File: src/rtl/aes_sched_pkg.sv
// Shared types and helpers for the AES core scheduler.
//   state_t         : scheduler FSM states (IDLE, RUN, RESP, GAP)
//   K_*             : legal key widths
//   INV_*           : core capability encodings
//   dir_supported() : whether a job direction can be served by the core
package aes_sched_pkg;

  typedef enum logic [1:0] {
    IDLE = 2'd0,
    RUN  = 2'd1,
    RESP = 2'd2,
    GAP  = 2'd3
  } state_t;

  localparam int unsigned K_128 = 128;
  localparam int unsigned K_192 = 192;
  localparam int unsigned K_256 = 256;

  localparam int unsigned INV_ENC_ONLY = 0;
  localparam int unsigned INV_DEC_ONLY = 1;
  localparam int unsigned INV_BOTH     = 2;

  // dir: 0 = encrypt, 1 = decrypt
  function automatic logic dir_supported(input int unsigned inv, input logic dir);
    logic ok;
    ok = 1'b0;
    if (inv == INV_BOTH)                   ok = 1'b1;
    else if (inv == INV_ENC_ONLY && !dir)  ok = 1'b1;
    else if (inv == INV_DEC_ONLY && dir)   ok = 1'b1;
    return ok;
  endfunction

  function automatic logic key_width_legal(input int unsigned k);
    return (k == K_128) || (k == K_192) || (k == K_256);
  endfunction

endpackage

File: src/rtl/rr_arbiter.sv
// Round-robin arbiter.
//   clk, reset : clock, synchronous active-high reset (pointer -> 0)
//   req        : per-requester request
//   advance    : move priority to the slot after the current winner
//   grant      : one-hot grant (combinational), zero when no request
//   idx        : encoded index of the winner
module rr_arbiter #(
  parameter int unsigned N = 4
) (
  input  logic                 clk,
  input  logic                 reset,
  input  logic [N-1:0]         req,
  input  logic                 advance,
  output logic [N-1:0]         grant,
  output logic [$clog2(N)-1:0] idx
);

  localparam int unsigned IW = $clog2(N);

  logic [IW-1:0] ptr;
  logic [IW-1:0] pos;
  logic          found;

  // Scan from the pointer upwards with wrap; first asserted request wins.
  always_comb begin
    grant = '0;
    idx   = '0;
    pos   = '0;
    found = 1'b0;
    for (int unsigned i = 0; i < N; i++) begin
      pos = IW'((32'(ptr) + i) % N);
      if (!found && req[pos]) begin
        found      = 1'b1;
        grant[pos] = 1'b1;
        idx        = pos;
      end
    end
  end

  always_ff @(posedge clk) begin
    if (reset) begin
      ptr <= '0;
    end else if (advance) begin
      ptr <= (idx == IW'(N - 1)) ? '0 : idx + 1'b1;
    end
  end

endmodule

File: src/rtl/aes_sched.sv
// Round-robin scheduler sharing one AES core among N requesters.
//   clk, reset          : clock, synchronous active-high reset
//   req_valid/req_ready : per-requester job handshake (ready is one-hot or zero)
//   req_key/msg/dir     : per-requester job payload (dir 1 = decrypt)
//   resp_*              : single response channel tagged with requester id
//   core_ce             : core enable, high for the whole conversion
//   core_key/msg/dir    : registered job driven to the core
//   core_done/core_data : core completion and result
module aes_sched
  import aes_sched_pkg::*;
#(
  parameter int unsigned K   = 128,
  parameter int unsigned INV = 2,
  parameter int unsigned N   = 4,
  parameter int unsigned TMO = 64
) (
  input  logic                   clk,
  input  logic                   reset,
  input  logic [N-1:0]           req_valid,
  output logic [N-1:0]           req_ready,
  input  logic [N-1:0][K-1:0]    req_key,
  input  logic [N-1:0][127:0]    req_msg,
  input  logic [N-1:0]           req_dir,
  output logic                   resp_valid,
  input  logic                   resp_ready,
  output logic [$clog2(N)-1:0]   resp_id,
  output logic [127:0]           resp_data,
  output logic                   resp_err,
  output logic                   core_ce,
  output logic [K-1:0]           core_key,
  output logic [127:0]           core_msg,
  output logic                   core_dir,
  input  logic                   core_done,
  input  logic [127:0]           core_data
);

  localparam int unsigned IW = $clog2(N);
  localparam int unsigned WW = $clog2(TMO) + 1;

  if (!key_width_legal(K)) begin : g_bad_k
    $error("aes_sched: K must be 128, 192 or 256");
  end
  if (INV > INV_BOTH) begin : g_bad_inv
    $error("aes_sched: INV must be 0, 1 or 2");
  end
  if (N < 2 || N > 8) begin : g_bad_n
    $error("aes_sched: N must be in 2..8");
  end
  if (TMO < 1) begin : g_bad_tmo
    $error("aes_sched: TMO must be at least 1");
  end

  state_t        state;
  logic [N-1:0]  arb_req;
  logic [N-1:0]  grant;
  logic [IW-1:0] gidx;
  logic          advance;
  logic          used_core;
  logic [WW-1:0] wd;

  // Requests are only visible to the arbiter while idle and out of reset,
  // so a grant is exactly a completed request handshake.
  assign arb_req   = (state == IDLE && !reset) ? req_valid : '0;
  assign advance   = |grant;
  assign req_ready = grant;

  rr_arbiter #(.N(N)) u_arb (
    .clk     (clk),
    .reset   (reset),
    .req     (arb_req),
    .advance (advance),
    .grant   (grant),
    .idx     (gidx)
  );

  always_ff @(posedge clk) begin
    if (reset) begin
      state      <= IDLE;
      used_core  <= 1'b0;
      wd         <= '0;
      resp_valid <= 1'b0;
      resp_id    <= '0;
      resp_data  <= '0;
      resp_err   <= 1'b0;
      core_ce    <= 1'b0;
      core_key   <= '0;
      core_msg   <= '0;
      core_dir   <= 1'b0;
    end else begin
      case (state)
        IDLE: begin
          if (advance) begin
            core_key <= req_key[gidx];
            core_msg <= req_msg[gidx];
            core_dir <= req_dir[gidx];
            resp_id  <= gidx;
            if (dir_supported(INV, req_dir[gidx])) begin
              used_core <= 1'b1;
              core_ce   <= 1'b1;
              wd        <= '0;
              state     <= RUN;
            end else begin
              // Rejected without touching the core; no GAP needed afterwards.
              used_core  <= 1'b0;
              resp_valid <= 1'b1;
              resp_err   <= 1'b1;
              resp_data  <= '0;
              state      <= RESP;
            end
          end
        end
        RUN: begin
          // done is tested first so it wins over a coincident timeout.
          if (core_done) begin
            resp_data  <= core_data;
            resp_err   <= 1'b0;
            resp_valid <= 1'b1;
            core_ce    <= 1'b0;
            state      <= RESP;
          end else if (wd == WW'(TMO - 1)) begin
            resp_data  <= '0;
            resp_err   <= 1'b1;
            resp_valid <= 1'b1;
            core_ce    <= 1'b0;
            state      <= RESP;
          end else begin
            wd <= wd + 1'b1;
          end
        end
        RESP: begin
          if (resp_ready) begin
            resp_valid <= 1'b0;
            state      <= used_core ? GAP : IDLE;
          end
        end
        GAP: begin
          state <= IDLE;
        end
        default: begin
          state <= IDLE;
        end
      endcase
    end
  end

endmodule

File: config.mk
export PLATFORM = sky130hd
export DESIGN_NAME = aes_sched
export DESIGN_NICKNAME = d
export VERILOG_FILES = /design/src/rtl/aes_sched_pkg.sv /design/src/rtl/rr_arbiter.sv /design/src/rtl/aes_sched.sv
export SDC_FILE = /design/constraint.sdc
export NUM_CORES = 1
export LEC_CHECK = 0
export CAP_MARGIN = 20
export CORE_AREA = 2 2 612 614
export CTS_CLUSTER_DIAMETER = 40
export DETAILED_ROUTE_END_ITERATION = 10
export DIE_AREA = 0 0 614 616
export PLACE_DENSITY = 0.35
export SLEW_MARGIN = 5
export SYNTH_ARGS = -nofsm -noshare
export SYNTH_HDL_FRONTEND = slang
export SYNTH_SLANG_ARGS = --single-unit
File: constraint.sdc
create_clock -name clk -period 3.3 [get_ports clk]
set_input_delay 0.33 -clock clk [delete_from_list [all_inputs] [get_ports clk]]
set_output_delay 0.33 -clock clk [all_outputs]
set_load 0.005 [all_outputs]
Word-level counts from Yosys, hierarchy flattened

Index checks and enable logic that the tools add are counted.

Output and inout bits: 394
Logic and storage cells: 132
Bits in registers: 402
Bits of input ports: 1164

Bitwise logic cells: 3
Equality and inequality tests: 12
$lt $le $gt $ge: 9
Reduce and logical (&&, ||, !) cells: 22
Add/sub/neg operators: 5
Mux-type cells: 69

Operators by type and width:

| cell                  | count |
|---|---|
| $mux W128             | 6 |
| $bmux W128 S2         | 2 |
| $pmux W128 S2         | 1 |
| $mux W7               | 4 |
| $mux W1               | 26 |
| $mux W2               | 11 |
| $mux W4               | 5 |
| $lt A2 B3 Y1 const B  | 5 |
| $pmux W7 S2           | 1 |
| $or A4 B4 Y4          | 3 |
| $bmux W1 S2           | 5 |
| $ne A2 B2 Y1 const B  | 5 |
| $reduce_and A5 Y1     | 2 |
| $demux W1 S2          | 4 |
| $ge A2 B1 Y1 const B  | 4 |
| $logic_and A1 B1 Y1   | 8 |
| $pmux W2 S4           | 1 |
| $reduce_and A4 Y1     | 2 |
| $add A7 B1 Y7 const B | 1 |
| $eq A7 B6 Y1 const B  | 1 |
| $eq A2 B2 Y1 const B  | 3 |
| $add A2 B1 Y2 const B | 2 |
| $add A2 B2 Y2 const B | 2 |
| $logic_not A1 Y1      | 4 |
| 11 further kinds      | 12 |

Depth between registers and ports, before layout

Depth in word-level cells: 22
Mapped depth: 12
Mapped depth without buffers: 8

By module

From an unflattened synthesis, not the netlist that was laid out.

Cells, all modules: 1880
Area total of the unflattened synthesis: 20250.7 um^2

By module, submodules not included:

| module     | sequential area each (um^2) | cells each | area each (um^2) | times used |
|---|---|---|---|---|
| aes_sched  | 8007.7                      | 1826       | 19735.2          | 1 |
| rr_arbiter | 40.0                        | 54         | 515.5            | 1 |

Least setup slack after synthesis

OpenSTA, ideal clock, no wires.

Kind: flip-flop to flip-flop
From: register (tool-made name)
To: register core_msg[100]
Stages on the path, launching flop included: 13
Slack: 0.313 ns
Arrival time: 2.916 ns
Buffers on the path: 4
Clock period less this slack: 2.987 ns
Required time: 3.230 ns
Setup time: 0.070 ns
Cell sequence: dfxtp_1 > buf_6 > inv_1 > ha_1 > or3b_1 > o22a_1 > o22ai_2 > a22o_1 > buf_6 > buf_6 > buf_6 > mux2_4 > o21ai_2

RTL lines:

| element              | RTL line        | source |
|---|---|---|
| to (signal assigned) | aes_sched.sv:94 | `core_msg <= req_msg[gidx];` |
| to (decl)            | aes_sched.sv:31 | `output logic [127:0] core_msg,` |

==> impl_metrics.ini <==
[run_status]
status = complete, no violations

[global_route]
grtUsageTotal_pct = 13.0
grt_max_degree = 81
antenna_found_initial = 201
grt_pass1_vias = 26800
grt_overflow_total = 0
grt_pass1_wl_um = 315000

[cells_and_area]
fin_util_pct = 13.7
area_growth_pct = 118
register_area_um2 = 8050
fillCellCount = 42000
fin_area_um2 = 50700
design.final.nets = 5055
drive_gt1_share_pct = 19.2
multi_input_area_um2 = 14100

[timing]
fmax_mhz = 318
setup_viol = 0
final_max_slew_viol_count = 0
worst_slew_pin_slew_ns = 0.765
slew_headroom_pct = 48.9
period_share_pct = 95.2
setup-tns-final_ns = 0
period_needed_ns = 3.14
hold_viol = 0
fin_skew_ns = 0.0895
timing.hold.ws_ns = 0.103
rsz0062_at_grt = true
fin_ws_ns = 0.159

[die]
die_w_um = 614
core-area_um2 = 371000
dieArea_um2 = 378000
placementRows = 224
pin_count = 1558
floorplan.initialDensity_pct = 6.26
dieHeight_um = 616

[yosys]
syn_avg_cell_area_um2 = 10.7
ys.flop_type = dfxtp_1
yosys.area.top_type_share_pct = 34.6
synth_edf_count = 0
syn_inst = 2166
synth_cell_types = 54
yosysTopAreaCell = dfxtp_1
netlist_area_um2 = 23200
ys_seq_area_share_pct = 34.6
synth_nets = 3343
ys_async_sr_fraction_pct = 0
ys_warn_count = 0
ys_ff_latch = 402
synth.area.top_cells = dfxtp_1, mux2i_1, mux2_4

[placed_design]
pre_cts_slack_ns = -0.341
hpwl_um = 230000
postPlaceCellArea_um2 = 46000
port_buffers = 1557
finalWeightedCongestion = 0.943

[clock_network]
cts.clk_slew.worst_paths_ns = 0.05
cts_buffer_depth = 4
cts_root_buf = clkbuf_16
clk_latency_ns = 0.85
cts_tree = yes
cts.sinks = 402
cts_max_level = 3
cts_inserted_buffers = 113

[critical_path]
r2r_slack_ns = 0.23
criticalPathCategory = flop to output port
arrival_ns = 2.81
cp-start-kind = flop
crit_fanout = 6
cp-end-kind = output port
r2r_start = u_arb.ptr[1]
reg2reg_depth = 11
r2r-end = core_key[8]
cp.required_ns = 2.97

[power]
switching_share_pct = 37.4
switching_power_mw = 14.6
powerDensity_nw_per_um2 = 768
p_comb_share_pct = 51.5
clkPwrFrac_pct = 30.4
vdd_ir_drop_max_mv = 0.393
power.internal_mw = 24.4
p_leak_nw = 17.4
power_frac_seq_pct = 18.1

[detailed_routing]
wl_per_cell_um = 28.5
antenna_left = 0
drt_first_pass_iters = 5
route.detailed.drc = 0
drt-initial-drc-count = 1386
wl_um = 256000
vias_per_cell = 2.88
vias = 25900

[hold_path]
min_to = resp_data[101]
min_path_type = input pin to flop
hold-path-cell-count = 2
min_from = core_data[101]

[flow_run]
drv_cap = 0
## synth_stat cells (all sizes together), types with 5 or more instances
cell type / count
mux2i: 524
a22o: 130
inv: 8
buf: 88
nand2b: 5
a21oi: 10
nand2: 15
o211ai: 5
nand3: 260
mux2: 258
clkbuf: 119
ha: 13
dfxtp: 402
o21ai: 260
nor2: 11
## per-layer routing
layer / routed length, um / vias up / share of wire (%) / GRT usage, %
met4: 7210 / 122 / 2.8 / 2.93
met2: 129000 / 1149 / 50 / 23.6
met5: 831 / - / 0.32 / 0
li1: - / 11700 / - / -
met3: 26000 / 502 / 10 / 5.59
met1: 92700 / 12400 / 36 / 13.8
## cell families (layout without fill, tap and decap cells)
group	after synthesis	count (layout)	share of synthesized area, %
multiplexers	784	784	38.7
flip-flops	402	402	34.6
AND/OR/NAND/NOR	315	315	6.93
other	0	48	0
XOR/XNOR	2	2	0.0754
AO/OA/AOI/OAI	434	434	13.9
buffers and inverters	216	2022	5.11
adder cells (fa/ha/maj)	13	13	0.700
## metrics by stage
| step | power (mW) | instances |
|---|---|---|
| 6_report | 39.0 | 8992 |
| 5_1_grt | 41.1 | 8962 |
| 4_1_cts | 40.0 | 8942 |
| 3_5_place_dp | 27.5 | 8689 |
| 3_3_place_gp | 27.4 | 8689 |
| 2_1_floorplan | 17.6 | 2166 |
## cell type report
class	count	area share, %
well taps	4972	12.3
flip-flops and latches	402	15.9
diodes	48	0.237
multi-input cells	1548	27.8
clock inverters	84	2.13
clock buffers	125	5.88
inverters	9	0.0814
repair buffers	1804	35.7
## placed cells by master (no fill, tap or decap), types with 113 or more instances in the layout
cell             count
dfxtp_1            400
clkbuf_16          113
nand3_1            260
buf_4              161
a22o_1             129
o21ai_2            113
mux2_4             210
mux2i_1            522
clkdlybuf4s50_1   1552
o21ai_1            144
## worst max-delay path by stage
stage	startpoint	to	cells past startpoint
final	flop	req_ready[1]	7
after global routing	state[1]	req_ready[3]	10
after detailed placement	reset	core_key[48]	10
after CTS	flop	req_ready[0]	7
after global placement	reset	core_key[48]	10
after floorplan	flop	core_msg[100]	12
## state kept, by name, summed over array words and instances (netlist names), named ones only
register,count
resp_valid,1
state,2
u_arb.ptr,1
resp_err,1
core_ce,1
core_dir,1
resp_data,128
core_key,128
resp_id,2
core_msg,128
used_core,1
wd,7
## worst max-delay path, stage by stage (launching register included)
cell and delay [ns]:
dfxtp_2 0.33, buf_8 0.13, mux4_2 0.51, and2_1 0.19
buf_4 0.16, a222oi_1 0.32, nand2_1 0.09, dlygate4sd2_1 0.31
## repair_timing
action	CTS	global route
setup endpoints to repair	6	4
buffers inserted	6	2
pin swaps	5	5
endpoints found under the hold margin	38	0
hold buffers	38	0
gates resized for setup	25	4
## power groups by stage
stage               clock network, mW  registers (mW)  logic (mW)
floorplan                           0            6.98        10.6
global placement                    0            7.13        20.3
detailed placement                  0            7.13        20.4
CTS                              12.2            7.07        20.7
global route                     12.4            7.20        21.5
finish                           11.8            7.06        20.1
(Power assumes the default switching activity.)
